## config.mk

```make
export PLATFORM = sky130hd
export DESIGN_NAME = reg_operand_fetch_flat
export DESIGN_NICKNAME = d
export VERILOG_FILES = /design/src/rtl/reg_operand_fetch_if.sv /design/src/rtl/reg_operand_fetch.sv /design/src/flat_wrapper.sv
export SDC_FILE = /design/constraint.sdc
export NUM_CORES = 1
export LEC_CHECK = 0
export CORE_ASPECT_RATIO = 1.75
export CORE_MARGIN = 4
export CORE_UTILIZATION = 37
export CTS_BUF_LIST = sky130_fd_sc_hd__clkbuf_4
export CTS_CLUSTER_DIAMETER = 120
export DETAILED_ROUTE_END_ITERATION = 12
export PLACE_DENSITY = 0.75
export SKIP_LAST_GASP = 1
export SLEW_MARGIN = 20
export SYNTH_ARGS = -nofsm -noshare
export SYNTH_HDL_FRONTEND = slang
export SYNTH_SLANG_ARGS = --single-unit
```

## constraint.sdc

```tcl
create_clock -name i_clk -period 2.79 [get_ports i_clk]
set_input_delay 0.558 -clock i_clk [delete_from_list [all_inputs] [get_ports i_clk]]
set_output_delay 0.558 -clock i_clk [all_outputs]
set_load 0.005 [all_outputs]
```

## src/rtl/reg_operand_fetch_if.sv

```systemverilog
// ---------------------------------------------------------------------------
// reg_operand_fetch_if
//   Bundles every non-clock/reset signal of the operand-fetch stage: the issue
//   handshake, register-file read and write ports, the writeback bus, the
//   registered operand bundle towards execute and the scoreboard view.
//   Modports:
//     slave  - the operand-fetch stage itself
//     master - the environment (issue logic, register file, execute, writeback)
// ---------------------------------------------------------------------------
interface reg_operand_fetch_if #(
   parameter int REG_WIDTH  = 32,
   parameter int ADDR_WIDTH = 4
);
   localparam int NUM_REGS = 1 << ADDR_WIDTH;

   // issue side
   logic                  i_issue_valid;
   logic                  o_issue_ready;
   logic [ADDR_WIDTH-1:0] i_src_a_addr;
   logic [ADDR_WIDTH-1:0] i_src_b_addr;
   logic [ADDR_WIDTH-1:0] i_dst_addr;
   logic                  i_dst_en;
   // register file read ports
   logic [ADDR_WIDTH-1:0] o_reg_a_addr_r;
   logic [ADDR_WIDTH-1:0] o_reg_b_addr_r;
   logic [REG_WIDTH-1:0]  i_reg_a_val_r;
   logic [REG_WIDTH-1:0]  i_reg_b_val_r;
   // writeback and register file write port
   logic                  i_wb_valid;
   logic [ADDR_WIDTH-1:0] i_wb_addr;
   logic [REG_WIDTH-1:0]  i_wb_val;
   logic [ADDR_WIDTH-1:0] o_reg_addr_w;
   logic [REG_WIDTH-1:0]  o_reg_val_w;
   logic                  o_write_en;
   // operand bundle towards execute
   logic                  o_op_valid;
   logic                  i_op_ready;
   logic [REG_WIDTH-1:0]  o_op_a;
   logic [REG_WIDTH-1:0]  o_op_b;
   logic [ADDR_WIDTH-1:0] o_op_dst_addr;
   logic                  o_op_dst_en;
   // scoreboard
   logic [NUM_REGS-1:0]   o_busy_mask;

   modport slave (
      input  i_issue_valid, i_src_a_addr, i_src_b_addr, i_dst_addr, i_dst_en,
      input  i_reg_a_val_r, i_reg_b_val_r,
      input  i_wb_valid, i_wb_addr, i_wb_val,
      input  i_op_ready,
      output o_issue_ready, o_reg_a_addr_r, o_reg_b_addr_r,
      output o_reg_addr_w, o_reg_val_w, o_write_en,
      output o_op_valid, o_op_a, o_op_b, o_op_dst_addr, o_op_dst_en,
      output o_busy_mask
   );

   modport master (
      output i_issue_valid, i_src_a_addr, i_src_b_addr, i_dst_addr, i_dst_en,
      output i_reg_a_val_r, i_reg_b_val_r,
      output i_wb_valid, i_wb_addr, i_wb_val,
      output i_op_ready,
      input  o_issue_ready, o_reg_a_addr_r, o_reg_b_addr_r,
      input  o_reg_addr_w, o_reg_val_w, o_write_en,
      input  o_op_valid, o_op_a, o_op_b, o_op_dst_addr, o_op_dst_en,
      input  o_busy_mask
   );
endinterface

```

## src/rtl/reg_operand_fetch.sv

```systemverilog
// ---------------------------------------------------------------------------
// reg_operand_fetch
//   Operand-fetch stage sitting directly upstream of the register file.
//   Accepts issued ops, reads both sources from the register file, forwards
//   same-cycle writeback data, tracks pending destination writes in a busy-bit
//   scoreboard, stalls on RAW/WAW hazards and registers the operand bundle for
//   execute (one cycle latency, full throughput).
//   Ports:
//     i_clk  - clock, all state changes on the rising edge
//     i_rst  - synchronous active-high reset
//     bus    - reg_operand_fetch_if.slave: issue handshake, regfile read/write
//              ports, writeback bus, operand bundle and busy mask
// ---------------------------------------------------------------------------
module reg_operand_fetch #(
   parameter int REG_WIDTH  = 32,
   parameter int ADDR_WIDTH = 4
) (
   input  logic                   i_clk,
   input  logic                   i_rst,
   reg_operand_fetch_if.slave     bus
);
   localparam int NUM_REGS = 1 << ADDR_WIDTH;

   logic [NUM_REGS-1:0]   busy_q,        busy_d;
   logic                  op_valid_q,    op_valid_d;
   logic [REG_WIDTH-1:0]  op_a_q,        op_a_d;
   logic [REG_WIDTH-1:0]  op_b_q,        op_b_d;
   logic [ADDR_WIDTH-1:0] op_dst_addr_q, op_dst_addr_d;
   logic                  op_dst_en_q,   op_dst_en_d;

   logic clr_a, clr_b, clr_dst;
   logic eff_busy_a, eff_busy_b, eff_busy_dst;
   logic hazard;
   logic issue_ready;
   logic accept;
   logic [REG_WIDTH-1:0] src_a_val, src_b_val;

   // A writeback landing this cycle releases its register, so an op waiting on
   // it may issue in the same cycle and take the value from the bypass.
   assign clr_a        = bus.i_wb_valid && (bus.i_wb_addr == bus.i_src_a_addr);
   assign clr_b        = bus.i_wb_valid && (bus.i_wb_addr == bus.i_src_b_addr);
   assign clr_dst      = bus.i_wb_valid && (bus.i_wb_addr == bus.i_dst_addr);
   assign eff_busy_a   = busy_q[bus.i_src_a_addr] && !clr_a;
   assign eff_busy_b   = busy_q[bus.i_src_b_addr] && !clr_b;
   assign eff_busy_dst = busy_q[bus.i_dst_addr]   && !clr_dst;
   assign hazard       = eff_busy_a || eff_busy_b || (bus.i_dst_en && eff_busy_dst);

   // Ready looks only at the payload, never at i_issue_valid, so upstream may
   // wait for ready without creating a combinational loop.
   assign issue_ready = !i_rst && (!op_valid_q || bus.i_op_ready) && !hazard;
   assign accept      = bus.i_issue_valid && issue_ready;

   // The regfile only commits writeback data on the next edge; forward it now.
   assign src_a_val = clr_a ? bus.i_wb_val : bus.i_reg_a_val_r;
   assign src_b_val = clr_b ? bus.i_wb_val : bus.i_reg_b_val_r;

   // NOTE: every signal assigned here gets a default first, so no path can
   // leave one unassigned and infer a latch.
   always_comb begin
      busy_d        = busy_q;
      op_valid_d    = op_valid_q;
      op_a_d        = op_a_q;
      op_b_d        = op_b_q;
      op_dst_addr_d = op_dst_addr_q;
      op_dst_en_d   = op_dst_en_q;

      // Clear before set: an op issued against the register being written back
      // re-marks it busy, so the set must win.
      if (bus.i_wb_valid) begin
         busy_d[bus.i_wb_addr] = 1'b0;
      end
      if (accept && bus.i_dst_en) begin
         busy_d[bus.i_dst_addr] = 1'b1;
      end

      if (accept) begin
         op_valid_d    = 1'b1;
         op_a_d        = src_a_val;
         op_b_d        = src_b_val;
         op_dst_addr_d = bus.i_dst_addr;
         op_dst_en_d   = bus.i_dst_en;
      end else if (op_valid_q && bus.i_op_ready) begin
         op_valid_d    = 1'b0;
      end
   end

   // NOTE: state registers use non-blocking assignments so every flop samples
   // the pre-edge values, independent of statement order.
   always_ff @(posedge i_clk) begin
      if (i_rst) begin
         busy_q        <= '0;
         op_valid_q    <= 1'b0;
         op_a_q        <= '0;
         op_b_q        <= '0;
         op_dst_addr_q <= '0;
         op_dst_en_q   <= 1'b0;
      end else begin
         busy_q        <= busy_d;
         op_valid_q    <= op_valid_d;
         op_a_q        <= op_a_d;
         op_b_q        <= op_b_d;
         op_dst_addr_q <= op_dst_addr_d;
         op_dst_en_q   <= op_dst_en_d;
      end
   end

   assign bus.o_issue_ready  = issue_ready;
   assign bus.o_reg_a_addr_r = bus.i_src_a_addr;
   assign bus.o_reg_b_addr_r = bus.i_src_b_addr;
   assign bus.o_reg_addr_w   = bus.i_wb_addr;
   assign bus.o_reg_val_w    = bus.i_wb_val;
   assign bus.o_write_en     = bus.i_wb_valid && !i_rst;
   assign bus.o_op_valid     = op_valid_q;
   assign bus.o_op_a         = op_a_q;
   assign bus.o_op_b         = op_b_q;
   assign bus.o_op_dst_addr  = op_dst_addr_q;
   assign bus.o_op_dst_en    = op_dst_en_q;
   assign bus.o_busy_mask    = busy_q;

endmodule

```

## src/flat_wrapper.sv

```systemverilog
// flat-port wrapper written by rule: the top's interface ports become plain ports
module reg_operand_fetch_flat 
#(
   parameter int REG_WIDTH  = 32,
   parameter int ADDR_WIDTH = 4
)
  (i_clk, i_rst, bus_i_issue_valid, bus_i_src_a_addr, bus_i_src_b_addr, bus_i_dst_addr, bus_i_dst_en, bus_i_reg_a_val_r, bus_i_reg_b_val_r, bus_i_wb_valid, bus_i_wb_addr, bus_i_wb_val, bus_i_op_ready, bus_o_issue_ready, bus_o_reg_a_addr_r, bus_o_reg_b_addr_r, bus_o_reg_addr_w, bus_o_reg_val_w, bus_o_write_en, bus_o_op_valid, bus_o_op_a, bus_o_op_b, bus_o_op_dst_addr, bus_o_op_dst_en, bus_o_busy_mask);
  reg_operand_fetch_if #(.REG_WIDTH(REG_WIDTH), .ADDR_WIDTH(ADDR_WIDTH)) bus_i ();
  input  logic i_clk;
  input  logic i_rst;
  input wire logic [$bits(bus_i.i_issue_valid)-1:0] bus_i_issue_valid;
  input wire logic [$bits(bus_i.i_src_a_addr)-1:0] bus_i_src_a_addr;
  input wire logic [$bits(bus_i.i_src_b_addr)-1:0] bus_i_src_b_addr;
  input wire logic [$bits(bus_i.i_dst_addr)-1:0] bus_i_dst_addr;
  input wire logic [$bits(bus_i.i_dst_en)-1:0] bus_i_dst_en;
  input wire logic [$bits(bus_i.i_reg_a_val_r)-1:0] bus_i_reg_a_val_r;
  input wire logic [$bits(bus_i.i_reg_b_val_r)-1:0] bus_i_reg_b_val_r;
  input wire logic [$bits(bus_i.i_wb_valid)-1:0] bus_i_wb_valid;
  input wire logic [$bits(bus_i.i_wb_addr)-1:0] bus_i_wb_addr;
  input wire logic [$bits(bus_i.i_wb_val)-1:0] bus_i_wb_val;
  input wire logic [$bits(bus_i.i_op_ready)-1:0] bus_i_op_ready;
  output wire logic [$bits(bus_i.o_issue_ready)-1:0] bus_o_issue_ready;
  output wire logic [$bits(bus_i.o_reg_a_addr_r)-1:0] bus_o_reg_a_addr_r;
  output wire logic [$bits(bus_i.o_reg_b_addr_r)-1:0] bus_o_reg_b_addr_r;
  output wire logic [$bits(bus_i.o_reg_addr_w)-1:0] bus_o_reg_addr_w;
  output wire logic [$bits(bus_i.o_reg_val_w)-1:0] bus_o_reg_val_w;
  output wire logic [$bits(bus_i.o_write_en)-1:0] bus_o_write_en;
  output wire logic [$bits(bus_i.o_op_valid)-1:0] bus_o_op_valid;
  output wire logic [$bits(bus_i.o_op_a)-1:0] bus_o_op_a;
  output wire logic [$bits(bus_i.o_op_b)-1:0] bus_o_op_b;
  output wire logic [$bits(bus_i.o_op_dst_addr)-1:0] bus_o_op_dst_addr;
  output wire logic [$bits(bus_i.o_op_dst_en)-1:0] bus_o_op_dst_en;
  output wire logic [$bits(bus_i.o_busy_mask)-1:0] bus_o_busy_mask;
  assign bus_i.i_issue_valid = bus_i_issue_valid;
  assign bus_i.i_src_a_addr = bus_i_src_a_addr;
  assign bus_i.i_src_b_addr = bus_i_src_b_addr;
  assign bus_i.i_dst_addr = bus_i_dst_addr;
  assign bus_i.i_dst_en = bus_i_dst_en;
  assign bus_i.i_reg_a_val_r = bus_i_reg_a_val_r;
  assign bus_i.i_reg_b_val_r = bus_i_reg_b_val_r;
  assign bus_i.i_wb_valid = bus_i_wb_valid;
  assign bus_i.i_wb_addr = bus_i_wb_addr;
  assign bus_i.i_wb_val = bus_i_wb_val;
  assign bus_i.i_op_ready = bus_i_op_ready;
  assign bus_o_issue_ready = bus_i.o_issue_ready;
  assign bus_o_reg_a_addr_r = bus_i.o_reg_a_addr_r;
  assign bus_o_reg_b_addr_r = bus_i.o_reg_b_addr_r;
  assign bus_o_reg_addr_w = bus_i.o_reg_addr_w;
  assign bus_o_reg_val_w = bus_i.o_reg_val_w;
  assign bus_o_write_en = bus_i.o_write_en;
  assign bus_o_op_valid = bus_i.o_op_valid;
  assign bus_o_op_a = bus_i.o_op_a;
  assign bus_o_op_b = bus_i.o_op_b;
  assign bus_o_op_dst_addr = bus_i.o_op_dst_addr;
  assign bus_o_op_dst_en = bus_i.o_op_dst_en;
  assign bus_o_busy_mask = bus_i.o_busy_mask;
  reg_operand_fetch #(.REG_WIDTH(REG_WIDTH), .ADDR_WIDTH(ADDR_WIDTH)) u_core (.i_clk(i_clk), .i_rst(i_rst), .bus(bus_i));
endmodule
```

==> out/metrics.cfg <==
[routing]
via_per_inst=5.144
firstDrtPassIters=4
drc=0
wl_mm=17.12
ant_nets=0
dr.first_iter.drc_count=163
num_vias=4578
wire_per_inst_um=19.24

[sta]
fin_crit_sh=1.009
rsz0062_at_grt=true
clock_skew_ps=14.82
drv_slew=0
period_minus_slack_ps=2816
setup-tns-final_ps=-25.87
setup_viol_count_final=1
max_freq_ghz=0.3551
hold_viol_final=0
tightest_slew_ps=878.3
finalWorstSetupSlack_ps=-25.87
slew-limit-headroom=0.4145

[die]
dieWidth_um=93.85
core_sq_um=12570
start_util=0.3797
num_rows=54
die_h_um=158.2
ioPinCount=250
dieArea_sq_um=14850

[synth]
yosysUniqueCellTypes=33
syn_area_sq_um=4772
yosys_warnings=0
synth_area_per_cell_sq_um=10.07
ys.flop_type=dfxtp_1
ys_seq_area_frac=0.3608
netlist_instances=474
synthArstFlopShare=0
synth_edf_count=0
synth_seq_cells=86
syn_nets=592

[global_route]
antenna_found_initial=1
gr-total-overflow=0
grt_start_max_net_pins=84
grt_usage=0.2231
grt_pass1_wl_mm=25.71
grt_pass1_vias=4889

[worst_setup_path]
arrival_ps=2260
crit_start=bus_i_dst_addr[3]
endpoint=bus_o_issue_ready
r2r_end=u_core.bus.o_op_b[10]
r2r_slack_ps=290
required_ps=2230
critPathKind=input pin to output port
r2r_start=u_core.bus.o_busy_mask[15]
worstSetupEndpointType=output port
start_kind=input pin
rr_worst_depth=9
cp_max_fo=2

[pwr]
finalPower_mw=2.894
p_per_area_nw_per_um2=376.0
ir_drop_uv=231.0
leakagePower_nw=3.141

[placed_design]
place.gp.congestion=0.9747
io_buffers=249
hpwlAfterDp_mm=13.18
place_area_sq_um=7465

[layout]
fin_nets=834
fillers=1064
drive_gt1_frac=0.1595
fin_area_sq_um=7697
area_growth_pct=61.30

[clocking]
clk_pin_slew_ps=130
root_buffer=clkbuf_4
cts_sinks=86
cts_tree=yes
h-tree-depth=3
hold_buffers=0
numCtsBuffers=9
cts_max_path_buffers=2
clk_latency_ps=430

[worst_hold_path]
hold_class=flop to flop
whs_path_depth=2

[outcome]
outcome=complete, but fails checks
violations=negative setup slack

[run]
cap_violations=0

==> layout by cell type, fill, tap and decap left out, types with 9 or more instances in the layout <==
master	synthesis	final
clkdlybuf4s50_1	0	237
mux2i_1	136	136
nand2_1	75	74
dfxtp_1	86	74
buf_4	51	50
o31ai_1	16	16
mux4_2	11	11
o211ai_1	10	10
clkbuf_4	0	10
nand3_1	10	9
==> per-stage QoR <==
step	instances	util	hold slack [ps]	worst slack, ps
floorplan	474	-	454.9	61.41
global placement	865	0.5940	446.4	-757.2
detailed placement	865	0.5940	452.1	-826.8
CTS	884	0.6084	470.9	21.84
global route	890	0.6125	490.8	-79.24
finish	890	0.6125	467.3	-25.87
==> worst min path at each step <==
stage                                from                     to  slack (ps)
global placement     u_core.bus.o_op_a[0]   u_core.bus.o_op_a[0]         450
global route        u_core.bus.o_op_b[31]  u_core.bus.o_op_b[31]         490
finish              u_core.bus.o_op_b[27]  u_core.bus.o_op_b[27]         470
floorplan           u_core.bus.o_op_a[19]  u_core.bus.o_op_a[19]         450
CTS                 u_core.bus.o_op_b[27]  u_core.bus.o_op_b[27]         470
detailed placement  u_core.bus.o_op_b[27]  u_core.bus.o_op_b[27]         450
==> critical path, cell delays in order <==
cell             delay (ps)
clkdlybuf4s50_1         460
xor2_1                  210
o41ai_2                 470
o2111a_1                310
nand2_2                  90
inv_2                    40
buf_2                   110
==> Yosys cell counts, drive strengths merged, types with 4 or more instances <==
cell,number,area (sq um)
nor2b,6,37.54
clkbuf,20,75.07
nand3,10,50.05
dfxtp,86,1722
o31ai,16,120.1
o211ai,10,75.07
mux2i,136,1361
inv,4,15.01
nor2,4,15.01
xor2,6,52.55
nand2,75,281.5
mux2,6,82.58
mux4,11,247.7
nand3b,4,30.03
xnor2,6,52.55
buf,56,414.2
==> registers in the layout, summed over array words and instances, names as in the netlist <==
signal and flops:
u_core.bus.o_op_b 32, u_core.bus.o_op_dst_en 1, u_core.bus.o_op_dst_addr 4, u_core.bus.o_op_a 32
u_core.bus.o_busy_mask 16, u_core.bus.o_op_valid 1
==> report_power, final <==
group	switching (mW)	leakage, nW	internal (mW)	total [mW]
Clock	0.436	0.0681	0.281	0.717
Sequential	0.0427	0.713	1.31	1.35
Combinational	0.316	2.36	0.510	0.826
==> what timing repair did <==
item	4_1_cts	5_1_grt
setup buffers	3	4
cloned	0	1
resized for setup	45	5
endpoints found under the setup margin	1	1
pin swaps	4	3
==> area by class of cell <==
type                            count  area (sq um)  area share
Timing Repair Buffer              307          2990      0.3885
Multi-Input combinational cell    308          2596      0.3373
Sequential cell                    86          1747      0.2269
Tap cell                          168         210.2     0.02731
Clock buffer                       10         75.07    0.009753
Clock inverter                      6         61.31    0.007965
Inverter                            4         15.01    0.001951
Antenna cell                        1         2.502   0.0003251
==> cells by family after synthesis <==
kind of cell,count (synthesis),synth area share
mux,153,0.3545
buf+inv,80,0.1057
compound gates,35,0.05637
simple gates,108,0.1007
flops,86,0.3608
xor+xnor,12,0.02202
==> metal layers <==
| metal | track usage | vias to the layer above | part of all wire |
|---|---|---|---|
| met2 | 0.4351 | 229 | 0.56 |
| met1 | 0.2146 | 2173 | 0.33 |
| met4 | 0.1129 | 0 | 0.044 |
| li1 | - | 2124 | - |
| met3 | 0.04565 | 52 | 0.066 |
| met5 | 0 | - | 0 |
(Power assumes the default switching activity.)
==> variant (config.mk and constraints unchanged) <==
`REG_WIDTH` is set to 32 in 3 places; all go to 64.
--- a/src/rtl/reg_operand_fetch_if.sv
+++ b/src/rtl/reg_operand_fetch_if.sv
@@ -9,5 +9,5 @@
 // ---------------------------------------------------------------------------
 interface reg_operand_fetch_if #(
-   parameter int REG_WIDTH  = 32,
+   parameter int REG_WIDTH  = 64,
    parameter int ADDR_WIDTH = 4
 );
--- a/src/rtl/reg_operand_fetch.sv
+++ b/src/rtl/reg_operand_fetch.sv
@@ -13,5 +13,5 @@
 // ---------------------------------------------------------------------------
 module reg_operand_fetch #(
-   parameter int REG_WIDTH  = 32,
+   parameter int REG_WIDTH  = 64,
    parameter int ADDR_WIDTH = 4
 ) (
--- a/src/flat_wrapper.sv
+++ b/src/flat_wrapper.sv
@@ -2,5 +2,5 @@
 module reg_operand_fetch_flat 
 #(
-   parameter int REG_WIDTH  = 32,
+   parameter int REG_WIDTH  = 64,
    parameter int ADDR_WIDTH = 4
 )
Ports: changed (6 resized); port bits go from 250 to 442. The function was not compared with the original's and may differ.
==> variant against the original RTL <==
Sequential cell count up 64; power up 88%; highest routed layer unchanged; core utilization up 1.2 points; area after synthesis up 68%; critical endpoint unchanged; critical path type is now reg -> out; routed wire length up 85%; non-clock buffer count up 221; the flow still finishes with violations (setup timing); combinational power up 80%; clock skew up 19 ps; sequential share of layout area up 0.26 points; setup slack worse by 17 ps; hold slack worse by 1.7 ps; cell area up 71%.
==> variant: results (changes against the original RTL) <==
metric	value	unit	change
outcome	finished with violations		
failing checks	setup timing		
switching power share of the total	26.7	%	-0.81 points
GR Overflow Total	0		unchanged
Layout fillers	1761		+66%
placed cell area	0.0128	mm2	+71%
H-Tree Level Count	4		+1
main flop type after synthesis	dfxtp_1		
clock root cell	clkbuf_4		
DP HPWL	24800	um	+88%
clk slew on worst S/H paths	140	ps	
Routed Antenna Nets	0		unchanged
CP arrival	2270	ps	
clock skew	34.3	ps	+19.4 ps
syn_nets	1017		+72%
Initial DRC Count	373		+130%
Logic power comb	0.00149	W	+80%
Hold Crit Class	reg -> reg		
Worst Slack Setup Final	-42.8	ps	-16.9 ps
RePlAce Congestion	0.941		-3.5%
GRT Overall Usage	25.1	%	+2.8 points
IO buf count	441		+77%
antenna violations before repair	1		unchanged
Wirelength per Cell	21.0	um	+9.1%
Post-synth ARST share	0	%	unchanged
pre-CTS setup slack	-810	ps	+17.3 ps
Placed Instances	1473		+70%
Synth top cells by count	199 x mux2i_1, 150 x dfxtp_1, 83 x buf_4		
layout cells sized above 1	14.6	%	-1.3 points
sequential fraction of the synthesis area	37.6	%	+1.5 points
Post-Route WL	31600	um	+85%
Max clock buf depth	2		unchanged
global-route wire length before repair	47000	um	+83%
largest net degree at the start of global routing	109		+30%
TNS Setup	-42.8	ps	-16.9 ps
CP Max Fanout	3		+1
vias per cell	5.17		+0.52%
clk_lat worst skew	560	ps	+130 ps
vias in the first global route	7941		+62%
Pre-antenna DRT Iters	5		+1
Inserted Clock Buffers	17		+8
Static Leak	5.56	nW	+77%
ranking of synthesized cells by area	dfxtp_1 38%, mux2i_1 25%, buf_4 7.8%		
final setup fails	1		unchanged
yosys warns	0		unchanged
Cells after Synth	803		+69%
Final Max Slew Viols	0		unchanged
final layout net count	1421		+70%
synth unique cells	42		+27%
PD cells	413	mW/mm2	+9.9%
slew margin rel.	63.2	%	+22 points
maximum VDD drop	0.227	mV	-1.7%
Clk power	0.00159	W	+120%
-- variant: area by class of cell --
class / instances / area [um2] / share of cell area (%)
repair buffers: 528 / 5300 / 40.2
multi-input cells: 505 / 4150 / 31.5
flip-flops and latches: 150 / 3020 / 22.9
well taps: 288 / 360 / 2.73
clock inverters: 11 / 183 / 1.39
clock buffers: 19 / 143 / 1.08
inverters: 5 / 20.0 / 0.152
diodes: 1 / 2.50 / 0.0190
-- variant: cells by family (layout without fill, tap and decap cells) --
logic type | count (synthesis) | after routing | share of synthesized area, %
buffers and inverters | 148 | 563 | 11.4
XOR/XNOR | 12 | 12 | 1.31
AO/OA/AOI/OAI | 141 | 141 | 12.6
other | 0 | 1 | 0
AND/OR/NAND/NOR | 135 | 135 | 8.09
multiplexers | 217 | 217 | 29.0
flip-flops | 150 | 150 | 37.6
-- variant: repair_timing --
action                     CTS  global route
setup endpoints to repair   92            73
setup buffers                3             1
pin swaps                    3             1
hold buffers                 0             0
resized for setup           37             2
-- variant: critical path: stages, from the launching register on --
cell and delay (ps):
dfxtp_4 390, mux4_2 450, mux2_4 270, o211a_1 130, a21o_1 180, nand2b_4 160
inv_2 50, buf_6 80
-- variant: worst paths after layout --
kind	start	end	slack (ps)	depth (start not counted)
worst max-delay path	u_core.bus.o_busy_mask[12]	bus_o_issue_ready	-40	7
worst min-delay path	u_core.bus.o_op_a[1]	u_core.bus.o_op_a[1]	470	2
worst max register to register	u_core.bus.o_busy_mask[12]	u_core.bus.o_op_a[28]	80	10
worst min register to register	u_core.bus.o_op_a[1]	u_core.bus.o_op_a[1]	470	2
-- variant: layer usage --
layer	track usage, %	routed length [um]
met3	6.13	2150
met4	11.3	1230
met2	45.5	16700
met5	0	0
met1	27.4	11600
